### src/rtl/load_seq_ctrl.sv
// Load sequencer: issues one or two word reads to synchronous data memory, merges them,
// and returns the sign/zero-extended byte/half/word through a valid/ready response.
module load_seq_ctrl #(
  parameter int MEM_LATENCY = 1
) (
  input  logic        clk,
  input  logic        rst,
  input  logic        req_valid,
  output logic        req_ready,
  input  logic [31:0] req_addr,
  input  logic [2:0]  req_fnc,
  output logic        mem_en,
  output logic [29:0] mem_addr,
  input  logic [31:0] mem_rdata,
  output logic        rsp_valid,
  input  logic        rsp_ready,
  output logic [31:0] rsp_data,
  output logic        rsp_err
);

  // Valid/ready: a request transfers on req_valid & req_ready; a response transfers on
  // rsp_valid & rsp_ready, and rsp_data/rsp_err hold steady while rsp_valid is high.

  typedef enum logic [2:0] {IDLE, ISS0, WAIT0, ISS1, WAIT1, RESP} state_t;

  // Counter is 2 bits wide, enough for the supported read latency of 1..3.
  localparam logic [1:0] CNT_INIT = 2'(MEM_LATENCY - 1);

  state_t      state, state_nxt;
  logic [31:0] addr_q;
  logic [2:0]  fnc_q;
  logic [1:0]  cnt_q;
  logic [31:0] lo_q;
  logic        legal_fnc;
  logic        split;
  logic [31:0] lo_w, hi_w, m_w, ext_w;

  always_comb begin
    legal_fnc = 1'b0;
    case (req_fnc)
      3'b000, 3'b001, 3'b010, 3'b100, 3'b101: legal_fnc = 1'b1;
      default: legal_fnc = 1'b0;
    endcase
  end

  // Half loads only cross a word at offset 3; word loads at any nonzero offset.
  assign split = ((fnc_q[1:0] == 2'b01) && (addr_q[1:0] == 2'b11)) ||
                 ((fnc_q == 3'b010) && (addr_q[1:0] != 2'b00));

  always_comb begin
    state_nxt = state;
    case (state)
      IDLE:  if (req_valid) state_nxt = legal_fnc ? ISS0 : RESP;
      ISS0:  state_nxt = WAIT0;
      WAIT0: if (cnt_q == 2'd0) state_nxt = split ? ISS1 : RESP;
      ISS1:  state_nxt = WAIT1;
      WAIT1: if (cnt_q == 2'd0) state_nxt = RESP;
      RESP:  if (rsp_ready) state_nxt = IDLE;
      default: state_nxt = IDLE;
    endcase
  end

  // In WAIT1 the high word is on the bus; otherwise the bus carries the only (low) word.
  always_comb begin
    lo_w = mem_rdata;
    hi_w = 32'd0;
    if (state == WAIT1) begin
      lo_w = lo_q;
      hi_w = mem_rdata;
    end
    m_w = 32'({hi_w, lo_w} >> {addr_q[1:0], 3'b000});
    case (fnc_q)
      3'b000:  ext_w = {{24{m_w[7]}}, m_w[7:0]};
      3'b001:  ext_w = {{16{m_w[15]}}, m_w[15:0]};
      3'b100:  ext_w = {24'd0, m_w[7:0]};
      3'b101:  ext_w = {16'd0, m_w[15:0]};
      default: ext_w = m_w;
    endcase
  end

  always_ff @(posedge clk or posedge rst) begin
    if (rst) begin
      state    <= IDLE;
      addr_q   <= 32'd0;
      fnc_q    <= 3'd0;
      cnt_q    <= 2'd0;
      lo_q     <= 32'd0;
      mem_en   <= 1'b0;
      mem_addr <= 30'd0;
      rsp_data <= 32'd0;
      rsp_err  <= 1'b0;
    end else begin
      state  <= state_nxt;
      mem_en <= (state_nxt == ISS0) || (state_nxt == ISS1);
      if (state == IDLE && req_valid) begin
        addr_q <= req_addr;
        fnc_q  <= req_fnc;
      end
      if (state_nxt == ISS0) mem_addr <= req_addr[31:2];
      else if (state_nxt == ISS1) mem_addr <= addr_q[31:2] + 30'd1;
      if (state == ISS0 || state == ISS1) cnt_q <= CNT_INIT;
      else if (cnt_q != 2'd0) cnt_q <= cnt_q - 2'd1;
      if (state == WAIT0 && cnt_q == 2'd0) lo_q <= mem_rdata;
      // Only an illegal request reaches RESP directly from IDLE.
      if (state_nxt == RESP && state != RESP) begin
        rsp_err  <= (state == IDLE);
        rsp_data <= (state == IDLE) ? 32'd0 : ext_w;
      end
    end
  end

  assign req_ready = (state == IDLE);
  assign rsp_valid = (state == RESP);

endmodule

### config.mk
export PLATFORM = sky130hd
export DESIGN_NAME = load_seq_ctrl
export DESIGN_NICKNAME = d
export VERILOG_FILES = /design/src/rtl/load_seq_ctrl.sv
export SDC_FILE = /design/constraint.sdc
export NUM_CORES = 1
export LEC_CHECK = 0
export ABC_AREA = 1
export BUFFER_PORTS_ARGS = -buffer_cell sky130_fd_sc_hd__buf_2
export CORE_UTILIZATION = 52
export DETAILED_ROUTE_END_ITERATION = 10
export PLACE_DENSITY = 0.88
export SLEW_MARGIN = 10
export SYNTH_ARGS = -nofsm -noshare
export SYNTH_HDL_FRONTEND = slang
export SYNTH_SLANG_ARGS = --single-unit
### constraint.sdc
create_clock -name clk -period 4.15 [get_ports clk]
set_input_delay 0.415 -clock clk [delete_from_list [all_inputs] [get_ports clk]]
set_output_delay 0.415 -clock clk [all_outputs]
set_load 0.02 [all_outputs]
==> results.md, run 1 <==
- Vias per cell: 5.51
- Setup repair after global routing missed its margin: false
- DRC viols: 0
- Die outline width: 126 um
- Average wire per cell in the routed design: 15.6 um
- Synthesized net count: 1250
- Endpoint required time on the critical path: between 4000 and 5000 ps
- Share of the core filled with cells: 63.1%
- Antenna violations before repair: 3
- Cell-by-cell listing of the critical path: inv_2 > nand2_2 > nand3_1 > nand3_1 > nand2_1 > nand2_1 > buf_4 > nand2_1 > o21ai_0 > nor2_1 > nor2_1
- Library cell appearing most often on the critical path: sky130_fd_sc_hd__nand2_1
- # fillers: 1306
- Core area: between 0.01 and 0.015 sq mm
- Minimum setup slack among reg-to-reg paths: 1170 ps
- Crit path setup slack, layout: 1170 ps
- Power density cells: 882 mW/mm^2
- Final setup violation count: 0
- Largest fanout of any net on the critical path: 24
- Final instance count without filler cells: 1484
- Combined area of all synthesized cells: 0.00799 sq mm
- Number of unique standard cell types used by synthesis: 36
- Clk sink count: between 100 and 150
- Max-cap check violation count: 0
- Count of yosys warnings during synthesis: 0
- Class of the most critical setup path: flip-flop to flip-flop
- Category of the worst setup path launch point: flip-flop
- Family with the most delay on the worst path: simple AND/OR/NAND/NOR gates
- Vias in the first global route: 7902
- Tightest Pin Transition: 960 ps
- Weighted congestion at the end of routability-driven global placement: 0.944
- Die Area: ~0.016 sq mm
- Count of buffers from port buffering: approximately 140
- HPWL after detailed placement: 16.5 mm
- Non-Filler Cell Area, Final: 0.00932 sq mm
- Hold depth: 3
- Ports: 137
- CTS tree: done
- HP Class: input pin to flip-flop
- Min Tclk post-route: around 3000 ps
- Vias: 8174
- Final WL: 23.2 mm
- DP Cell Count: 1451
- Largest incremental delay on the critical path: 770 ps
- Share of synthesized flip-flops with an asynchronous set or reset: 100%
- Worst-Skew Late Latency: roughly 430 ps
- Setup bufs post-CTS: 0
- Crit Reg-Reg Startpoint: addr_q[1]
- Initial detailed-routing violation count: 749
- Buffer cell driving the clock tree root: sky130_fd_sc_hd__clkbuf_16
- Fin nets: 1359
- Endpoint of the worst hold path: fnc_q[2]
- First-pass DRT Iterations: 6
- Post-synth EDFFs: 0
- Total of cells resized after clock tree synthesis: 0
- Reg2Reg Capture Point: mem_addr[8]
- Max Transition Viols Final: 0
- Outcome: complete, no violations
- Relative slew margins: 36.0%
- Worst Clk Skew: 9.91 ps
- Synthesized area per cell: 6.79 sq um
- Global-route wire length before repair: 38.3 mm
- Total global routing track utilization: 30.9%
- CTS max path bufs: 2
- Maximum number of pins on one net before global-route repair: 109
- Share of layout cells above drive strength 1: 15.9%
- Hold-fix buffers, CTS: 0
- Sequential share of the synthesized area: 42.6%
- Number of buffers created by CTS: 17
- Part of the cycle the worst path needs: between 70% and 80%
- Maximum resistive drop on vdd: about 0.00045 V
- CTS H-tree lvls: 4
- Setup crit end kind: flip-flop
- Count of cells along the worst register-to-register path: 11
- Clock input transition at the sequential cells of the worst setup and hold paths: about 60 ps
- Number of synthesized register bits: 136
- Max Fclk: ~340 MHz
- Synth Instances: between 1000 and 1500
- Post-Place Setup Slack: 1310 ps
- Starting density of the core: 54.2%
- Row count: 44
- Leakage power: 5.16 nW
- Final Hold Viols: 0
- Worst Hold Launch: req_fnc[2]
- Buffer and inverter count on the worst path: 2
- Global route total overflow: 0
- Sum of negative setup slack: 0 ps
- Flip-flop cell with the highest count after synthesis: sky130_fd_sc_hd__dfrtp_1
- Placed standard-cell area: 0.00869 sq mm
- Area growth, synth to finish: 16.6%
- Height of the chip: roughly 130 um
- Remaining antenna violation count: 0
- Max stage delay cell, worst path: sky130_fd_sc_hd__dfrtp_1
- Data arrival, critical path: 3330 ps
==> report_power, final <==
group	switching, mW	leakage (nW)	internal, mW
Sequential	0.492	1.69	1.95
Combinational	2.88	3.18	1.30
Clock	0.618	0.288	0.986
Total	3.99	5.16	4.23
==> per-stage QoR <==
step | hold slack (ps) | power, mW
floorplan | 443 | 5.47
global placement | 458 | 6.43
detailed placement | 460 | 6.55
CTS | 183 | 8.19
global route | 215 | 8.88
finish | 190 | 8.22
==> layout by cell type (no fill, tap or decap), drive strengths merged <==
cell	n
nand2	474
buf	143
dfrtp	136
inv	124
nor2	109
o21ai	107
nand3	105
clkbuf	20
a21oi	12
xor2	11
a21o	7
or2	7
o211ai	6
nor3	6
nand4	6
clkinvlp	5
xnor2	4
o21a	4
o21bai	3
bufinv	3
nand3b	2
ha	2
diode	1
o22ai	1
a221oi	1
nor3b	1
==> sequential cells by signal, summed over array words and instances (netlist names) <==
| name | count |
|---|---|
| addr_q | 32 |
| lo_q | 32 |
| rsp_data | 32 |
| mem_addr | 30 |
| fnc_q | 3 |
| state | 3 |
| cnt_q | 2 |
| mem_en | 1 |
| rsp_err | 1 |
==> cell families after synthesis <==
group,Yosys count,share of synthesized area (%)
AOI/OAI and AO/OA,141,9.52
xor gates and xnor gates,15,1.64
adders and majority gates,2,0.313
buffers and inverters,173,8.97
DFF,136,42.6
and+or+nand+nor,710,37.0
==> cells in the mapped netlist (4+ instances only) <==
cell,n,area [sq um]
sky130_fd_sc_hd__o21ai_0,94,470
sky130_fd_sc_hd__nor2_1,104,390
sky130_fd_sc_hd__or2_2,6,37.5
sky130_fd_sc_hd__buf_4,4,30.0
sky130_fd_sc_hd__dfrtp_1,136,3400
sky130_fd_sc_hd__nand4_1,5,31.3
sky130_fd_sc_hd__o21ai_1,13,65.1
sky130_fd_sc_hd__clkbuf_1,24,90.1
sky130_fd_sc_hd__buf_6,4,45.0
sky130_fd_sc_hd__inv_2,8,30.0
sky130_fd_sc_hd__nand2_2,4,25.0
sky130_fd_sc_hd__nand3_1,99,495
sky130_fd_sc_hd__inv_1,112,420
sky130_fd_sc_hd__xnor2_1,4,35.0
sky130_fd_sc_hd__a21o_1,7,52.6
sky130_fd_sc_hd__xor2_1,11,96.3
sky130_fd_sc_hd__o21a_1,4,30.0
sky130_fd_sc_hd__a21oi_1,12,60.1
sky130_fd_sc_hd__nand2_1,470,1760
sky130_fd_sc_hd__nor3_1,5,25.0
sky130_fd_sc_hd__buf_2,18,90.1
sky130_fd_sc_hd__o211ai_1,6,45.0
==> final cells by class <==
type	instances	area, sq um	area share, %
antenna	1	2.50	0.0269
multi-input combinational	868	3870	41.5
inverter	120	455	4.89
clock inverter	12	165	1.77
timing repair buffer	143	733	7.87
clock buffer	20	457	4.90
tap	184	230	2.47
sequential	136	3400	36.5
==> worst register-to-register path, delay by kind of cell (launching register included) <==
family	cells	cell delay (ps)
compound gates	1	130
flops	1	770
buf+inv	2	700
simple gates	8	1310
==> worst max path at each step <==
stage	slack, ps	endpoint	cells past startpoint	start
after floorplan	100	addr_q[0]	1	rst
after global placement	1440	rsp_data[0]	9	state[2]
after detailed placement	1310	rsp_data[0]	9	state[2]
after CTS	1230	rsp_data[22]	9	state[2]
after global routing	950	mem_addr[8]	11	addr_q[1]
final	1170	mem_addr[8]	11	addr_q[1]
==> layer usage <==
metal	wire, um	vias up	share of wire [%]	global-route usage [%]
li1	-	3900	-	-
met5	11	-	0.047	0
met4	1100	2	4.7	18.4
met1	9430	3771	41	38.0
met3	1880	87	8.1	6.63
met2	10800	414	46	50.1
No activity file was read; power rests on OpenSTA's default activity.
==> run 2: changes to the inputs <==
==> constraint.sdc (replaced) <==
create_clock -name clk -period 2.66 [get_ports clk]
set_input_delay 0.266 -clock clk [delete_from_list [all_inputs] [get_ports clk]]
set_output_delay 0.266 -clock clk [all_outputs]
set_load 0.02 [all_outputs]
==> run 2 against run 1 <==
Against the previous run:
- combinational power is 61% higher
- sequential power is 54% higher
- final cell count is 0.94% higher
==> results.md, run 2 (synthesis gave the netlist of run 1 again) <==
- Total global routing track utilization: 30.9%
- Vias in the first global route: 8130
- Vias: 8224
- Share of the core filled with cells: 64.2%
- Tightest Pin Transition: between 600 and 700 ps
- Max-cap check violation count: 0
- Setup repair after global routing missed its margin: false
- Final setup violation count: 0
- Combinational Power Share: 51.5%
- Internal power summed over all cells: 6.80 mW
- Weighted congestion at the end of routability-driven global placement: 0.940
- Core area: 0.0148 sq mm
- Share of layout cells above drive strength 1: 16.7%
- Worst Clk Skew: 13.1 ps
- Net switching share of the total power: 47.8%
- Antenna violations before repair: 0
- Final WL: roughly 23 mm
- Category of the worst setup path launch point: flip-flop
- Area growth, synth to finish: 18.5%
- Ports: 137
- Final Hold Viols: 0
- Most common library cell in the layout ignoring fill and taps: sky130_fd_sc_hd__nand2_1
- Fin nets: 1374
- Most used cells in the layout excluding fill and tap cells: 470 x sky130_fd_sc_hd__nand2_1, 136 x sky130_fd_sc_hd__dfrtp_1, 136 x sky130_fd_sc_hd__buf_2, 111 x sky130_fd_sc_hd__inv_1, 104 x sky130_fd_sc_hd__nor2_1
- First-pass DRT Iterations: 7
- HP Class: input pin to flip-flop
- Count of buffers from port buffering: 136
- Worst-Skew Late Latency: 440 ps
- Setup crit end kind: flip-flop
- Maximum number of pins on one net before global-route repair: 53
- Maximum resistive drop on vdd: between 0.0008 and 0.0009 V
- Part of the cycle the worst path needs: roughly 86%
- Buffer cell driving the clock tree root: sky130_fd_sc_hd__clkbuf_16
- CTS tree: done
- CTS max path bufs: 2
- Clk sink count: 136
- Average wire per cell in the routed design: 15.4 um
- DP Cell Count: ~1500
- Number of buffers created by CTS: 17
- Die outline width: 126 um
- Global-route wire length before repair: ~39 mm
- Leakage power: 5.25 nW
- Clock network fraction of design power: 19.6%
- Data arrival, critical path: between 2000 and 3000 ps
- Final instance count without filler cells: ~1500
- Largest registers: addr_q x32, lo_q x32, rsp_data x32
- Sum of negative setup slack: 0 ps
- Height of the chip: roughly 130 um
- Endpoint required time on the critical path: slightly below 3000 ps
- Die Area: 0.0159 sq mm
- Max Transition Viols Final: 0
- Initial detailed-routing violation count: 888
- Starting density of the core: 54.2%
- Class of the most critical setup path: flip-flop to flip-flop
- Outcome: complete, no violations
- Power density cells: 1380 mW/mm^2
- CTS H-tree lvls: 4
- Diodes inserted: 0
- Clock input transition at the sequential cells of the worst setup and hold paths: roughly 60 ps
- Relative slew margins: 55.9%
- Remaining antenna violation count: 0
- Vias per cell: ~5.5
- Switching pwr: 6.22 mW
- Row count: 44
- Largest fanout of any net on the critical path: between 40 and 50
- DRC viols: 0
- Min Tclk post-route: between 2000 and 2500 ps
- HPWL after detailed placement: approximately 16 mm
- Sequential power share: 28.8%
- Global route total overflow: 0
- Max Fclk: roughly 440 MHz
## run 2: changes by cell type in the layout (fill, tap and decap cells not counted), sizes merged
| cell | change |
|---|---|
| clkinv | +4 |
| clkbuf | -1 |
| bufinv | +1 |
| buf | +14 |
| clkinvlp | -2 |
| diode | -1 |
| dlygate4sd3 | +1 |
| inv | -2 |
## run 2: final cells by class
class	count	area [sq um]
fill	1307	5290
tap	184	230
clock buffer	19	443
inverter	120	454
timing repair buffer	158	873
multi-input combinational	868	3870
clock inverter	13	193
sequential	136	3400
## run 2: final timing paths
check / startpoint / to / slack, ps / depth (start not counted)
max in group asynchronous: rst / rsp_data[6] / 1550 / 4
worst max register to register: state[0] / rsp_data[21] / 380 / 11
worst min register to register: rsp_data[21] / rsp_data[21] / 470 / 2
worst max-delay path: state[0] / rsp_data[21] / 380 / 11
min in group asynchronous: rst / mem_addr[8] / 310 / 3
worst min-delay path: req_addr[3] / addr_q[3] / 50 / 3
## run 2: timing repair
action                                 4_1_cts  5_1_grt
resized for setup                            0        0
hold buffers                                 1        0
setup endpoints to repair                    0        0
endpoints found under the hold margin        5        0
buffers inserted                             0        0
## run 2: through the flow
stage	hold slack, ps	area [sq um]	power (mW)	setup slack [ps]
3_5_place_dp	207	8820	10.3	438
5_1_grt	39.7	9470	14.1	177
2_1_floorplan	376	7990	8.54	701
4_1_cts	38.2	9470	12.9	423
6_report	49.0	9470	13.0	380
3_3_place_gp	206	8820	10.1	556
## run 2: critical path: stages (launching register included)
cell	delay, ps
sky130_fd_sc_hd__dfrtp_1	490
sky130_fd_sc_hd__nor2_2	170
sky130_fd_sc_hd__nand2_2	90
sky130_fd_sc_hd__buf_4	290
sky130_fd_sc_hd__o21ai_0	580
sky130_fd_sc_hd__nand2_1	150
sky130_fd_sc_hd__nand3_1	100
sky130_fd_sc_hd__nand2_1	80
sky130_fd_sc_hd__inv_1	60
sky130_fd_sc_hd__nor2_1	40
sky130_fd_sc_hd__nand2_1	60
sky130_fd_sc_hd__nand2_1	50
## run 2: power by group through the flow
stage / combinational [mW] / sequential [mW] / clock, mW
floorplan: 4.46 / 4.08 / 0
global placement: 6.39 / 3.73 / 0
detailed placement: 6.58 / 3.74 / 0
CTS: 6.64 / 3.74 / 2.57
global route: 7.51 / 3.86 / 2.68
finish: 6.71 / 3.75 / 2.56
## run 2: per-layer routing
| metal | track usage [%] | vias up | share of wire (%) |
|---|---|---|---|
| li1 | - | 3930 | - |
| met1 | 38.0 | 3781 | 41 |
| met2 | 49.0 | 421 | 47 |
| met3 | 8.16 | 92 | 7.9 |
| met4 | 18.4 | 0 | 4.6 |
| met5 | 0 | - | 0 |
==> run 3: changes to the inputs <==
--- a/config.mk
+++ b/config.mk
@@ -5,11 +5,11 @@
 export SDC_FILE = /design/constraint.sdc
 export NUM_CORES = 1
 export LEC_CHECK = 0
-export ABC_AREA = 1
 export BUFFER_PORTS_ARGS = -buffer_cell sky130_fd_sc_hd__buf_2
-export CORE_UTILIZATION = 52
+export CORE_MARGIN = 4
+export CORE_UTILIZATION = 51
 export DETAILED_ROUTE_END_ITERATION = 10
-export PLACE_DENSITY = 0.88
+export PLACE_DENSITY = 0.87
 export SLEW_MARGIN = 10
 export SYNTH_ARGS = -nofsm -noshare
 export SYNTH_HDL_FRONTEND = slang
==> run 3 against run 2 <==
Against the previous run:
- area after synthesis fell by 6.6%
- core utilization fell by 0.76 points
- global-route usage fell by 6.6 points
- critical path depth fell by 5
- count of clock-buffer cells in the layout rose by 6
- sequential power rose by 4%
- clock skew fell by 5.2 ps
- register-to-register slack got worse by 190 ps
- largest cell class unchanged
==> results.md, run 3 <==
- Placed standard-cell area: 0.00831 sq mm
- Die Area: 0.0166 sq mm
- Initial detailed-routing violation count: 700
- Count of yosys warnings during synthesis: 0
- Flip-flop cell with the highest count after synthesis: sky130_fd_sc_hd__dfrtp_1
- Endpoint required time on the critical path: between 2000 and 3000 ps
- Total global routing track utilization: 24.3%
- Max-cap check violation count: 0
- Share of synthesized flip-flops with an asynchronous set or reset: 100%
- Min Tclk post-route: 2470 ps
- Class of the most critical setup path: flip-flop to flip-flop
- Most common library cell in the layout ignoring fill and taps: sky130_fd_sc_hd__buf_2
- Vias: 6070
- Synthesized net count: 770
- Post-synth EDFFs: 0
- CTS H-tree lvls: 4
- Part of the cycle the worst path needs: between 90% and 100%
- Area share of and/or/nand/nor cells after synthesis: between 10 and 15%
- Multi-input logic area: roughly 0.0038 sq mm
- Largest fanout of any net on the critical path: 16
- Combined area of all synthesized cells: 0.00746 sq mm
- Ports: 137
- Setup bufs post-CTS: 0
- Synth area leaders: sky130_fd_sc_hd__dfrtp_1 46%, sky130_fd_sc_hd__mux2_2 11%, sky130_fd_sc_hd__mux2i_1 9.9%
- Area share of the largest cell type after synthesis: 45.6%
- Maximum number of pins on one net before global-route repair: between 60 and 70
- Average wire per cell in the routed design: 19.4 um
- Height of the chip: 129 um
- Largest incremental delay on the critical path: ~600 ps
- Worst Clk Skew: 7.97 ps
- Remaining antenna violation count: 0
- CTS max path bufs: 2
- Clock input transition at the sequential cells of the worst setup and hold paths: 60 ps
- Sum of negative setup slack: 0 ps
- Tightest Pin Transition: 694 ps
- Category of the worst setup path launch point: flip-flop
- HPWL after detailed placement: 13.4 mm
- CTS tree: done
- Max Transition Viols Final: 0
- Setup repair after global routing missed its margin: false
- Sequential power share: 31.7%
- Number of synthesized register bits: 136
- Share of layout cells above drive strength 1: roughly 34%
- Switching pwr: ~5.2 mW
- Global-route wire length before repair: approximately 31 mm
- Global route total overflow: 0
- Data arrival, critical path: 2780 ps
- Internal power summed over all cells: about 7.1 mW
- # fillers: between 1000 and 1500
- Ranking of synthesized cells by instance count: 136 x sky130_fd_sc_hd__dfrtp_1, 76 x sky130_fd_sc_hd__mux2_2, 74 x sky130_fd_sc_hd__mux2i_1
- Most used cells in the layout excluding fill and tap cells: 136 x sky130_fd_sc_hd__buf_2, 135 x sky130_fd_sc_hd__dfrtp_1, 76 x sky130_fd_sc_hd__mux2_2, 74 x sky130_fd_sc_hd__mux2i_1, 66 x sky130_fd_sc_hd__nand2_1
- Post-Synth Adder-Cell Area: 0.335%
- Number of unique standard cell types used by synthesis: 52
- Cell-by-cell listing of the critical path: or4b_1 > a311oi_2 > inv_1 > nand2_4 > a2111oi_0 > a211o_1
- Synth Instances: 697
- Combinational Power Share: between 40% and 50%
- Vias in the first global route: between 5000 and 6000
- Synthesized area per cell: 10.7 sq um
- Final setup violation count: 0
- Buffer cell driving the clock tree root: sky130_fd_sc_hd__clkbuf_16
- Non-Filler Cell Area, Final: 0.00894 sq mm
- Area taken by flip-flops and latches: between 0.003 and 0.004 sq mm
- Max stage delay cell, worst path: sky130_fd_sc_hd__or4b_1
- Combinational family with the most area after synthesis: multiplexers
- Library cell with the highest instance count after synthesis: sky130_fd_sc_hd__dfrtp_1
- Compound-Gate Fraction of Synth Area: ~10%
- Leakage power: 4.10 nW
- Post-synth top area cell: sky130_fd_sc_hd__dfrtp_1
- Weighted congestion at the end of routability-driven global placement: 0.896
- Fin nets: just under 900
- Max Fclk: about 400 MHz
- Setup crit end kind: flip-flop
- Power density cells: 1370 mW/mm^2
- DRC viols: 0
- Final WL: 19.7 mm
- Final Hold Viols: 0
- Share of the core filled with cells: 63.4%
- Xor and xnor fraction of the mapped netlist area: 3.40%
- Worst-Skew Late Latency: 430 ps
- Core area: 0.0141 sq mm
- Clock network fraction of design power: 18.7%
- Die outline width: between 100 and 150 um
- Starting density of the core: 53.0%
- Row count: 43
- Area growth, synth to finish: 19.7%
- Antenna violations before repair: 3
- Vias per cell: 5.97
- Clk sink count: 136
- Proportion of synthesized area in mux cells: 24.1%
- HP Class: input pin to flip-flop
- Maximum resistive drop on vdd: 0.000694 V
- First-pass DRT Iterations: 5
- Net switching share of the total power: 42.1%
- Sequential share of the synthesized area: 45.6%
- Largest registers: addr_q x32, lo_q x32, rsp_data x32
- Outcome: complete, no violations
- Number of buffers created by CTS: 17
- Count of buffers from port buffering: about 140
- Relative slew margins: 53.7%
-- run 3: metrics by stage --
stage	hold slack (ps)	std cells	worst slack, ps	total power [mW]
floorplan	416	697	312	8.23
global placement	206	981	343	9.59
detailed placement	208	981	237	9.81
CTS	71.5	1014	117	12.2
global route	80.9	1017	19.4	13.1
finish	85.7	1017	189	12.3
-- run 3: final cells by class --
| class | instances | share of cell area, % |
|---|---|---|
| repair buffers | 155 | 9.80 |
| multi-input cells | 500 | 42.5 |
| inverters | 11 | 0.504 |
| clock buffers | 25 | 5.77 |
| flip-flops and latches | 136 | 38.1 |
| clock inverters | 7 | 0.728 |
| well taps | 180 | 2.52 |
| diodes | 3 | 0.0840 |
-- run 3: final timing paths --
path                       slack, ps    startpoint  depth (start not counted)      endpoint
max                              190      fnc_q[0]                          6   rsp_data[8]
min                               90  req_addr[27]                          2    addr_q[27]
max reg2reg                      190      fnc_q[0]                          6   rsp_data[8]
min reg2reg                      470  mem_addr[23]                          2  mem_addr[23]
max in group asynchronous       1740           rst                          4  rsp_data[26]
min in group asynchronous        310           rst                          3      lo_q[30]
-- run 3: kinds of logic (layout without fill, tap and decap cells) --
group                      count (synthesis)  in the layout
AOI/OAI and AO/OA                        122            122
xor gates and xnor gates                  29             29
adders and majority gates                  2              2
buffers and inverters                     61            198
DFF                                      136            136
muxes                                    159            159
other                                      0              3
and+or+nand+nor                          188            188
-- run 3: metal layers --
metal  share of wire, %  global-route usage, %  up-vias
li1                   -                      -     2782
met2                 46                   35.4      255
met1                 45                   34.8     2992
met3                6.5                   6.06       41
met4                2.5                   9.88        0
met5                  0                      0        -
-- run 3: critical path, delay by kind of cell, from the launching register on --
| family | cells | cell delay, ps |
|---|---|---|
| and+or+nand+nor | 2 | 820 |
| DFF | 1 | 480 |
| buffers and inverters | 1 | 200 |
| AOI/OAI and AO/OA | 3 | 850 |
-- run 3: power groups by stage --
stage | Sequential, mW | Combinational [mW] | Clock (mW)
global placement | 3.83 | 5.76 | 0
CTS | 3.88 | 6.03 | 2.31
floorplan | 4.22 | 4.01 | 0
global route | 4.02 | 6.67 | 2.41
detailed placement | 3.88 | 5.93 | 0
finish | 3.89 | 6.09 | 2.29
-- run 3: repair_timing --
action | CTS | global route
setup endpoints to repair | 0 | 13
endpoints found under the hold margin | 5 | 0
resized for setup | 0 | 7
hold buffers | 1 | 0
